--- src/rtl/sdram_seq_tester.sv ---
// Write-then-read SDRAM pattern tester: pushes WORDS incrementing words from a seed
// into the write FIFO, pops them back through the read FIFO and counts mismatches.
//
//   state | meaning
//   IDLE  | waiting for Start with Init_done
//   LOAD  | Wr_load/Rd_load held for LOAD_CYC cycles
//   WRITE | pushing Seed+idx while the write FIFO has room
//   READ  | popping and comparing, stall timer running
//   FIN   | result valid (Done sticky), Start may relaunch
module sdram_seq_tester #(
   parameter int DSIZE    = 16,
   parameter int WORDS    = 1000,
   parameter int LOAD_CYC = 4,
   parameter int TIMEOUT  = 65535
) (
   input  logic             Clk,
   input  logic             Rst,
   input  logic             Init_done,
   input  logic             Start,
   input  logic [DSIZE-1:0] Seed,
   input  logic             Wr_full,
   output logic             Wr_en,
   output logic [DSIZE-1:0] Wr_data,
   output logic             Wr_load,
   input  logic             Rd_empty,
   output logic             Rd_en,
   input  logic [DSIZE-1:0] Rd_data,
   output logic             Rd_load,
   output logic             Busy,
   output logic             Done,
   output logic             Pass,
   output logic             Timeout,
   output logic [15:0]      Err_cnt,
   output logic [15:0]      Err_first_idx
);

   localparam int SW = $clog2(TIMEOUT + 1);
   localparam int LW = $clog2(LOAD_CYC + 1);
   localparam logic [15:0] WORDS_W  = 16'(WORDS);
   localparam logic [15:0] LAST_IDX = 16'(WORDS - 1);
   localparam logic [SW-1:0] STALL_LAST = SW'(TIMEOUT - 1);

   typedef enum logic [2:0] {IDLE, LOAD, WRITE, READ, FIN} state_t;

   state_t state, state_nx;

   logic [DSIZE-1:0] seed_q;
   logic [15:0]      wr_idx;
   logic [15:0]      rd_idx;
   logic [15:0]      cmp_idx;
   logic             cmp_pending;
   logic [SW-1:0]    stall_cnt;
   logic [LW-1:0]    load_cnt;
   logic             load_q;
   logic [15:0]      err_cnt_nx;

   logic start_ok;
   logic wr_push;
   logic rd_pop;
   logic cmp_last;
   logic mismatch;
   logic stall_hit;

   always_comb begin
      start_ok  = Start && Init_done && (state == IDLE || state == FIN);
      wr_push   = (state == WRITE) && !Wr_full && (wr_idx < WORDS_W);
      rd_pop    = (state == READ) && !Rd_empty && (rd_idx < WORDS_W);
      cmp_last  = cmp_pending && (cmp_idx == LAST_IDX);
      mismatch  = cmp_pending && (Rd_data != seed_q + DSIZE'(cmp_idx));
      stall_hit = (state == READ) && !rd_pop && (stall_cnt == STALL_LAST);
      err_cnt_nx = Err_cnt;
      if (mismatch && Err_cnt != 16'hFFFF)
         err_cnt_nx = Err_cnt + 16'd1;
   end

   always_ff @(posedge Clk) begin
      if (Rst)
         state <= IDLE;
      else
         state <= state_nx;
   end

   always_comb begin
      state_nx = state;
      Wr_en    = 1'b0;
      Rd_en    = 1'b0;
      Busy     = 1'b0;
      Wr_data  = seed_q + DSIZE'(wr_idx);
      Wr_load  = load_q;
      Rd_load  = load_q;
      case (state)
         IDLE, FIN: begin
            if (start_ok)
               state_nx = LOAD;
         end
         LOAD: begin
            Busy = 1'b1;
            if (load_cnt == '0)
               state_nx = WRITE;
         end
         WRITE: begin
            Busy  = 1'b1;
            Wr_en = wr_push;
            if (wr_push && wr_idx == LAST_IDX)
               state_nx = READ;
         end
         READ: begin
            Busy  = 1'b1;
            Rd_en = rd_pop;
            if (cmp_last || stall_hit)
               state_nx = FIN;
         end
         default: state_nx = IDLE;
      endcase
   end

   always_ff @(posedge Clk) begin
      if (Rst) begin
         seed_q        <= '0;
         wr_idx        <= '0;
         rd_idx        <= '0;
         cmp_idx       <= '0;
         cmp_pending   <= 1'b0;
         stall_cnt     <= '0;
         load_cnt      <= '0;
         load_q        <= 1'b1;
         Done          <= 1'b0;
         Pass          <= 1'b0;
         Timeout       <= 1'b0;
         Err_cnt       <= '0;
         Err_first_idx <= 16'hFFFF;
      end else begin
         load_q <= (state_nx == LOAD);
         if (start_ok) begin
            seed_q        <= Seed;
            wr_idx        <= '0;
            rd_idx        <= '0;
            cmp_idx       <= '0;
            cmp_pending   <= 1'b0;
            stall_cnt     <= '0;
            load_cnt      <= LW'(LOAD_CYC - 1);
            Done          <= 1'b0;
            Pass          <= 1'b0;
            Timeout       <= 1'b0;
            Err_cnt       <= '0;
            Err_first_idx <= 16'hFFFF;
         end else begin
            if (state == LOAD && load_cnt != '0)
               load_cnt <= load_cnt - LW'(1);
            if (wr_push)
               wr_idx <= wr_idx + 16'd1;
            // read data arrives the cycle after the pop, so the compare trails by one
            cmp_pending <= rd_pop;
            if (rd_pop) begin
               rd_idx  <= rd_idx + 16'd1;
               cmp_idx <= rd_idx;
            end
            if (state == READ)
               stall_cnt <= rd_pop ? '0 : stall_cnt + SW'(1);
            if (mismatch) begin
               Err_cnt <= err_cnt_nx;
               if (Err_cnt == 16'd0)
                  Err_first_idx <= cmp_idx;
            end
            if (state == READ && cmp_last) begin
               Done <= 1'b1;
               Pass <= (err_cnt_nx == 16'd0);
            end else if (stall_hit) begin
               Done    <= 1'b1;
               Pass    <= 1'b0;
               Timeout <= 1'b1;
            end
         end
      end
   end

endmodule

--- config.mk ---
export PLATFORM = sky130hd
export DESIGN_NAME = sdram_seq_tester
export DESIGN_NICKNAME = d
export VERILOG_FILES = /design/src/rtl/sdram_seq_tester.sv
export SDC_FILE = /design/constraint.sdc
export NUM_CORES = 1
export LEC_CHECK = 0
export ABC_AREA = 1
export CORE_MARGIN = 5
export CORE_UTILIZATION = 40
export DETAILED_ROUTE_END_ITERATION = 7
export GPL_TIMING_DRIVEN = 1
export SYNTH_ARGS = -nofsm -noshare
export SYNTH_HDL_FRONTEND = slang
export SYNTH_SLANG_ARGS = --single-unit
export TNS_END_PERCENT = 100
--- constraint.sdc ---
create_clock -name Clk -period 3.2 [get_ports Clk]
set_clock_uncertainty 0.2 [all_clocks]
set_input_delay 0.32 -clock Clk [delete_from_list [all_inputs] [get_ports Clk]]
set_output_delay 0.32 -clock Clk [all_outputs]
set_load 0.01 [all_outputs]
* After elaboration in Yosys (flattened, before gate mapping)
Cells that the tools add are included.
Storage, ports and cells: bits of input ports 38, word-level logic and storage cells 82, bits in registers 123, output and inout port bits 56
Cells by class: muxes and demuxes 16, reduce and logical (&&, ||, !) cells 31, bitwise gates (word level) 1, add/subtract/negate cells 7, equality and inequality tests 10, order comparisons 2
Operators with widths (number):
- $add A16 B1 Y16 const B | 4
- $add A16 B16 Y16 | 2
- $eq A16 B10 Y1 const B | 2
- $logic_not A16 Y1 | 2
- $lt A16 B10 Y1 const B | 2
- $mux W16 | 2
- $eq A16 B16 Y1 const B | 1
- $ne A16 B16 Y1 | 1
- $ne A16 B16 Y1 const B | 1
- $logic_and A1 B1 Y1 | 14
- $mux W3 | 4
- $pmux W3 S4 | 1
- $mux W1 | 7
- $eq A3 B1 Y1 const B | 2
- $eq A3 B2 Y1 const B | 2
- $logic_not A3 Y1 | 2
- $mux W2 | 2
- $reduce_and A2 Y1 | 2
- $reduce_bool A2 Y1 | 2
- $reduce_or A2 Y1 | 2
- $eq A3 B3 Y1 const B | 1
- $logic_not A1 Y1 | 3
- $reduce_bool A3 Y1 | 1
- $reduce_or A3 Y1 | 1
- other kinds (3) | 4

* Depth between registers and ports, before layout
Gate-level depths: netlist of run 1.
depth in word-level cells 10, depth in mapped cells 22, gate-level depth less buffers 22

* Least setup slack after synthesis of run 1
OpenSTA, ideal clock, no wires.
path type flip-flop to output port, start point register wr_idx[0], end point output port Wr_data[12], arrival 2.339 ns, path slack 0.341 ns, data required time 2.680 ns, path buffers 0, stages on the path, launching flop included 14, path through dfxtp_1 -> ha_1 -> inv_1 -> fa_1 -> o21ai_0 -> a21o_1 -> a21oi_1 -> o21ai_0 -> a21oi_1 -> o21bai_1 -> a21oi_1 -> nor2_1 -> nor2_1 -> xor2_1
On the way: longest elaborated chain between the ends 1
Ends and longest elaborated chain:
- start, declared | line 48 | logic [15:0] wr_idx;
- start signal, assigned | line 151 | wr_idx <= wr_idx + 16'd1;
- $add A16 B16 Y16 | line 88 | Wr_data = seed_q + DSIZE'(wr_idx);
- end, declared | line 23 | output logic [DSIZE-1:0] Wr_data,
Every way passes these cells.

* Final worst setup path of run 1
start point register seed_q[0], end point register Pass
On the way: longest elaborated chain between the ends 7
Ends and longest elaborated chain:
- start, declared | line 47 | logic [DSIZE-1:0] seed_q;
- start signal, assigned | line 119 | seed_q <= '0;
- start signal, assigned | line 135 | seed_q <= Seed;
- $add A16 B16 Y16 | line 69 | mismatch = cmp_pending && (Rd_data != seed_q + DSIZE'(cmp_idx));
- $ne A16 B16 Y1 | line 69
- $logic_and A1 B1 Y1 | line 69
- $logic_and A1 B1 Y1 | line 72 | if (mismatch && Err_cnt != 16'hFFFF)
- $mux W16 | line 72
- $logic_not A16 Y1 | line 167 | Pass <= (err_cnt_nx == 16'd0);
- $mux W1 | line 165 | if (state == READ && cmp_last) begin
- end signal, assigned | line 167
- end, declared | line 31 | output logic Pass,
Every way passes these cells. A chain may end at the register's enable or synchronous reset.

==> results of run 1 <==
==> cell usage after synthesis (2+ instances only) <==
master,n
o22ai_1,10
nor4_1,11
nand3_1,43
nor2_2,2
xor2_1,39
o31ai_1,2
clkbuf_1,12
o21bai_1,3
nand2_1,174
nor3b_1,2
inv_1,149
o21ai_0,48
dfxtp_1,123
a31oi_1,2
a21oi_2,2
nand2_2,4
a21oi_1,74
nand3_2,2
nand4_1,31
buf_6,2
buf_1,4
xnor2_1,14
o211ai_1,16
nor2_1,110
inv_2,3
nand3_4,2
nand3b_1,5
ha_1,38
o21a_1,6
nor3_1,37
o21ai_1,2
fa_1,2
buf_2,3
==> state kept, by name, summed over array words and instances, names as in the netlist <==
name and count:
Err_cnt 16, wr_idx 16, state 3, Timeout 1, Rd_load 1, seed_q 16, load_cnt 3, cmp_idx 16
cmp_pending 1, Pass 1, rd_idx 16, Err_first_idx 16, Done 1, stall_cnt 16
==> worst register-to-register path, delay by kind of cell (launching register included) <==
| kind | cells | cell delay [ns] |
|---|---|---|
| compound gates | 1 | 0.11 |
| xor+xnor | 1 | 0.15 |
| fa+ha+maj | 2 | 0.59 |
| buf+inv | 2 | 0.33 |
| flops | 1 | 0.32 |
| simple gates | 13 | 1.42 |
==> worst max path at each step <==
stage / end / depth (start not counted) / start
floorplan: Wr_data[12] / 13 / wr_idx[0]$_SDFFE_PP0P_
finish: Pass$_SDFFE_PP0P_ / 19 / seed_q[0]$_SDFFE_PP0P_
detailed placement: Wr_data[12] / 14 / seed_q[0]$_SDFFE_PP0P_
global route: Wr_data[11] / 15 / seed_q[0]$_SDFFE_PP0P_
global placement: Wr_data[12] / 14 / seed_q[0]$_SDFFE_PP0P_
CTS: Wr_data[15] / 13 / seed_q[1]$_SDFFE_PP0P_
==> layout make-up <==
class,count,area [um^2],share of cell area [%]
inverters,153,574,6.28
multi-input cells,689,4000,43.7
repair buffers,133,1230,13.5
well taps,225,282,3.08
flip-flops and latches,123,2470,27.0
clock inverters,7,87.6,0.958
clock buffers,25,495,5.42
==> metal layers <==
layer  vias up  wire length (um)
li1       3514                 -
met3        16               810
met5         -                 0
met1      3028              8980
met2       124              9080
met4         0               284
==> cells by family (layout without fill, tap and decap cells) <==
group | count (synthesis) | after routing | synth area share (%)
fa+ha+maj | 40 | 40 | 7.40
buf+inv | 175 | 318 | 9.75
compound gates | 169 | 169 | 13.6
flops | 123 | 123 | 35.3
simple gates | 426 | 427 | 27.2
xor+xnor | 53 | 53 | 6.66
==> metrics by stage <==
step	area (um^2)	utilization (%)	instances
6_report	9140	53.2	1355
5_1_grt	9140	53.2	1355
4_1_cts	8990	52.4	1353
3_5_place_dp	8370	48.7	1319
3_3_place_gp	8370	48.7	1319
2_1_floorplan	6970	-	986
==> power by group <==
| part | internal (mW) | switching [mW] | total [mW] |
|---|---|---|---|
| logic | 0.170 | 0.201 | 0.371 |
| clock network | 1.22 | 0.674 | 1.90 |
| registers | 1.56 | 0.0240 | 1.58 |
| total | 2.95 | 0.899 | 3.85 |
==> what timing repair did <==
item	in CTS	in global routing
pin swaps	5	26
endpoints found under the setup margin	11	24
resized for setup	33	39
cloned	1	0
buffers inserted	1	2
==> results.py, run 1 <==
metrics = {
    "critical_path": {
        "cp_max_fo": 4,
        "r2r_slack_ns": 0.02,
        "critPathBufInv": 2,
        "crit_arrival_ns": 3.34,
        "crit_chain": "buf_4 -> ha_4 -> fa_2 -> nand3_2 -> nand2_4 -> nand2_2 -> nand2_2 -> xor2_1 -> nand4_1 -> nor2_2 -> nand3_4 -> buf_6 -> nand4_1 -> nand2_1 -> nor2_1 -> nand2_1 -> nor2_2 -> nand3_2 -> a21oi_2",
        "end_kind": "flip-flop",
        "cp.required_ns": 3.36,
        "cp_top_family": "simple AND/OR/NAND/NOR gates",
        "r2r-end": "Pass$_SDFFE_PP0P_",
        "worst_r2r_path_depth": 19,
        "worst-setup-path-type": "reg2reg",
        "slowest_stage": "fa_2",
        "reg2reg_from": "seed_q[0]$_SDFFE_PP0P_",
        "critical-path-max-stage-delay_ns": 0.43,
        "critPathLaunchType": "flip-flop",
    },
    "clock_network": {
        "cts_tree": "built",
        "cts.clk_slew.worst_paths_ns": 0.06,
        "clock_tree.root_cell": "clkbuf_16",
        "clock-sinks": 123,
        "clockBufferDepth": 2,
        "ctsHtreeMaxLevel": 4,
        "cts_hold_buf": 0,
        "numCtsBuffers": 17,
        "clk_latency_ns": 0.42,
    },
    "sta": {
        "tightest_slew_ns": 0.693,
        "worst_slack_ns": 0.0213,
        "finalCritPeriodShare_pct": 99.3,
        "hold_slack_ns": 0.226,
        "rsz0062_at_grt": "true",
        "max_freq_mhz": 315,
        "finalHoldViolCount": 0,
        "slew_headroom_pct": 53.4,
        "setup_violations": 0,
        "drv_slew": 0,
        "fin_crit_ns": 3.18,
        "setup-tns-final_ns": 0,
    },
    "worst_hold_path": {
        "hold_path_class": "reg2reg",
        "whs_endpoint": "rd_idx[10]$_SDFFE_PP0P_",
        "holdPathStages": 2,
        "worstHoldStart": "rd_idx[10]$_SDFFE_PP0P_",
    },
    "global_routing": {
        "grt_max_degree": 33,
        "busiest_layer": "met2",
        "grt_overflow": 0,
        "grt_pass1_vias": 6395,
        "use_met2_pct": 31.8,
        "grtUsageMet1_pct": 25.5,
        "antenna_found_initial": 0,
        "grt_pass1_wl_um": 31500,
        "grtUsageMet3_pct": 4.47,
        "track_usage_pct": 19.5,
    },
    "floorplanning": {
        "rows": 48,
        "initial_core_util_pct": 40.6,
        "dieArea_um2": 20200,
        "die_height_um": 142,
        "io_pins": 94,
        "die_x_um": 142,
        "core_area_um2": 17200,
    },
    "power_and_ir_drop": {
        "irDropWorstVdd_mv": 0.328,
        "p_per_area_nw_per_um2": 421,
        "leakage_nw": 3.88,
        "power_mw": 3.85,
    },
    "final_layout": {
        "nNetsFinal": 1195,
        "antenna_cells": 0,
        "final_cell_mix": "171 x nand2_1, 148 x inv_1, 116 x dfxtp_1, 105 x nor2_1, 84 x clkdlybuf4s50_1",
        "area_growth_pct": 31.2,
        "final_common_cell": "nand2_1",
        "fillers": 1737,
        "drive_gt1_share_pct": 11.6,
    },
    "placement": {
        "dp_worst_setup_slack_ns": -0.0926,
        "place_hpwl_um": 14800,
        "io_buffer_count": 93,
        "globalplace.congestion": 0.920,
    },
    "flow_run": {
        "maxCapViolations": 0,
    },
    "yosys": {
        "synthDominantCellAreaShare_pct": 35.3,
        "syn_avg_cell_area_um2": 7.07,
        "synthesis.nets": 1064,
        "yosys-top-cells-area": "dfxtp_1 35%, nand2_1 9.4%, inv_1 8.0%",
        "synth_area_um2": 6970,
        "async_flop_share_pct": 0,
        "yosysTopAreaCell": "dfxtp_1",
        "synthCells": 986,
        "yosysWarnings": 0,
        "synth_edf_count": 0,
        "ys.flop_type": "dfxtp_1",
        "ys_ff_latch": 123,
        "synth_cell_types": 42,
        "ys_seq_area_share_pct": 35.3,
    },
    "route": {
        "wl_per_cell_um": 14.1,
        "num_vias": 6682,
        "vias_per_cell": 4.93,
        "antenna_left": 0,
        "routed_wirelength_um": 19200,
        "drcViolationCount": 0,
        "drt-pass1-iter-count": 5,
        "drt_iter0_markers": 380,
    },
    "outcome": {
        "status": "finished, final reports clean",
    },
}
(Power assumes the default switching activity.)
==> inputs of run 2 (changes only) <==
- clock period: 3.2 -> 3.49 ns (I/O delays scaled with it)
==> run 2 against run 1 <==
  * Cell count is 1.4% lower
  * Clock-buffer cell count increased by 1
  * Combinational power shrank 11%
  * Largest cell class unchanged
==> results.py, run 2 (synthesis gave the netlist of run 1 again) <==
metrics = {
    "critical_path": {
        "cp_max_fo": 3,
        "end_kind": "output port",
        "critPathLaunchType": "flip-flop",
        "worst-setup-path-type": "reg2out",
        "crit_arrival_ns": 2.79,
        "worst_r2r_path_depth": 22,
        "r2r-end": "Pass$_SDFFE_PP0P_",
        "r2r_slack_ns": 0.37,
        "cp.required_ns": 2.94,
        "reg2reg_from": "seed_q[0]$_SDFFE_PP0P_",
    },
    "final_layout": {
        "post-route-util_pct": 51.8,
        "design_area_um2": 8900,
        "final_cell_mix": "174 x nand2_1, 149 x inv_1, 119 x dfxtp_1, 109 x nor2_1, 89 x clkdlybuf4s50_1",
        "drive_gt1_share_pct": 7.47,
        "area_growth_pct": 27.7,
        "final_common_cell": "nand2_1",
        "nNetsFinal": 1176,
        "antenna_cells": 0,
    },
    "floorplanning": {
        "core_area_um2": 17200,
        "dieArea_um2": 20200,
        "rows": 48,
        "die_x_um": 142,
        "initial_core_util_pct": 40.6,
        "io_pins": 94,
        "die_height_um": 142,
    },
    "route": {
        "num_vias": 6678,
        "antenna_left": 0,
        "drcViolationCount": 0,
        "wl_per_cell_um": 14.5,
        "drt-pass1-iter-count": 5,
        "vias_per_cell": 5.00,
        "drt_iter0_markers": 332,
        "routed_wirelength_um": 19300,
    },
    "sta": {
        "rsz0062_at_grt": "true",
        "slew_headroom_pct": 45.2,
        "drv_slew": 0,
        "max_freq_mhz": 300,
        "tightest_slew_ns": 0.814,
        "finalHoldViolCount": 0,
        "finalCritPeriodShare_pct": 95.6,
        "fin_crit_ns": 3.34,
        "setup_violations": 0,
    },
    "worst_hold_path": {
        "worstHoldStart": "rd_idx[10]$_SDFFE_PP0P_",
        "whs_endpoint": "rd_idx[10]$_SDFFE_PP0P_",
        "hold_path_class": "reg2reg",
        "holdPathStages": 2,
    },
    "placement": {
        "io_buffer_count": 93,
        "place_hpwl_um": 14700,
        "globalplace.congestion": 0.872,
        "place_area_um2": 8200,
    },
    "global_routing": {
        "grt_max_degree": 33,
        "grt_pass1_vias": 6239,
        "grt_overflow": 0,
        "grt_pass1_wl_um": 31600,
        "antenna_found_initial": 0,
        "track_usage_pct": 19.6,
    },
    "clock_network": {
        "clock_tree.root_cell": "clkbuf_16",
        "cts.clk_slew.worst_paths_ns": 0.06,
        "clock-sinks": 123,
        "clockBufferDepth": 2,
        "ctsHtreeMaxLevel": 4,
        "numCtsBuffers": 17,
        "clk_latency_ns": 0.42,
        "cts_hold_buf": 0,
        "cts_tree": "built",
    },
    "power_and_ir_drop": {
        "leakage_nw": 3.75,
        "power_mw": 3.56,
        "p_per_area_nw_per_um2": 400,
        "irDropWorstVdd_mv": 0.328,
    },
    "outcome": {
        "status": "finished, final reports clean",
    },
    "flow_run": {
        "maxCapViolations": 0,
    },
}
==> run 2: cell count changes in the layout (fill, tap and decap cells not counted), moves of 4 or more <==
cell and change:
nor2_2 -4, nor2_1 +4, a21oi_1 +8, clkdlybuf4s50_1 +5, buf_2 -4, a21oi_2 -8
ha_1 +5, buf_4 -17
==> run 2: worst max path at each step <==
stage,start,endpoint,slack [ns],cells after the start
detailed placement,wr_idx[2]$_SDFFE_PP0P_,Wr_data[11],0.04,14
global route,seed_q[0]$_SDFFE_PP0P_,Wr_data[12],-0.06,14
floorplan,wr_idx[0]$_SDFFE_PP0P_,Wr_data[12],0.60,13
CTS,seed_q[0]$_SDFFE_PP0P_,Wr_data[14],0.009,10
global placement,seed_q[0]$_SDFFE_PP0P_,Wr_data[12],0.09,14
finish,seed_q[0]$_SDFFE_PP0P_,Wr_data[12],0.15,14
==> run 2: cell type report <==
class | instances | area (um^2)
fill | 1698 | 8280
multi-input combinational | 690 | 3900
sequential | 123 | 2470
timing repair buffer | 113 | 1070
inverter | 153 | 574
clock buffer | 26 | 519
tap | 225 | 282
clock inverter | 6 | 82.6
==> run 2: per-stage QoR <==
stage | TNS [ns] | cells | hold WS, ns | worst slack, ns
after global placement | 0 | 1298 | 0.217 | 0.0943
after floorplan | 0 | 986 | 0.208 | 0.602
final | 0 | 1336 | 0.237 | 0.155
after detailed placement | 0 | 1298 | 0.221 | 0.0357
after global routing | -0.0582 | 1336 | 0.257 | -0.0567
after CTS | 0 | 1331 | 0.238 | 0.00885
==> run 2: repair_timing <==
| item | in CTS | in global routing |
|---|---|---|
| pin swaps | 1 | 6 |
| setup buffers | 1 | 3 |
| setup endpoints to repair | 8 | 7 |
| cloned | 0 | 2 |
| resized for setup | 14 | 13 |
==> run 2: layer usage <==
layer / GRT usage (%) / vias to the layer above / routed length, um
met5: 0 / - / 0
met3: 4.84 / 21 / 1130
met1: 26.0 / 3002 / 9050
met2: 31.9 / 162 / 8930
li1: - / 3493 / -
met4: 5.71 / 0 / 225
==> run 2: worst max-delay path: stages, from the launching register on <==
cell	delay (ns)
dfxtp_2	0.35
ha_1	0.14
inv_1	0.06
fa_2	0.36
o21ai_2	0.15
a21o_1	0.14
a21oi_1	0.08
o21ai_1	0.17
a21oi_1	0.09
o21bai_1	0.18
a21oi_1	0.09
nor2_1	0.09
nor2_1	0.05
xor2_1	0.13
dlygate4sd2_1	0.28
==> run 2: report_power, final <==
part | total, mW | internal, mW | switching (mW)
clock network | 1.78 | 1.16 | 0.622
logic | 0.331 | 0.151 | 0.181
registers | 1.45 | 1.43 | 0.0221
total | 3.56 | 2.74 | 0.825
==> inputs of run 3 (changes only) <==
- CTS_CLUSTER_SIZE: default -> 16
- SLEW_MARGIN: default -> 0
==> results of run 3 <==
Same layout as run 2: the final DEF is identical, and so are final timing and power.
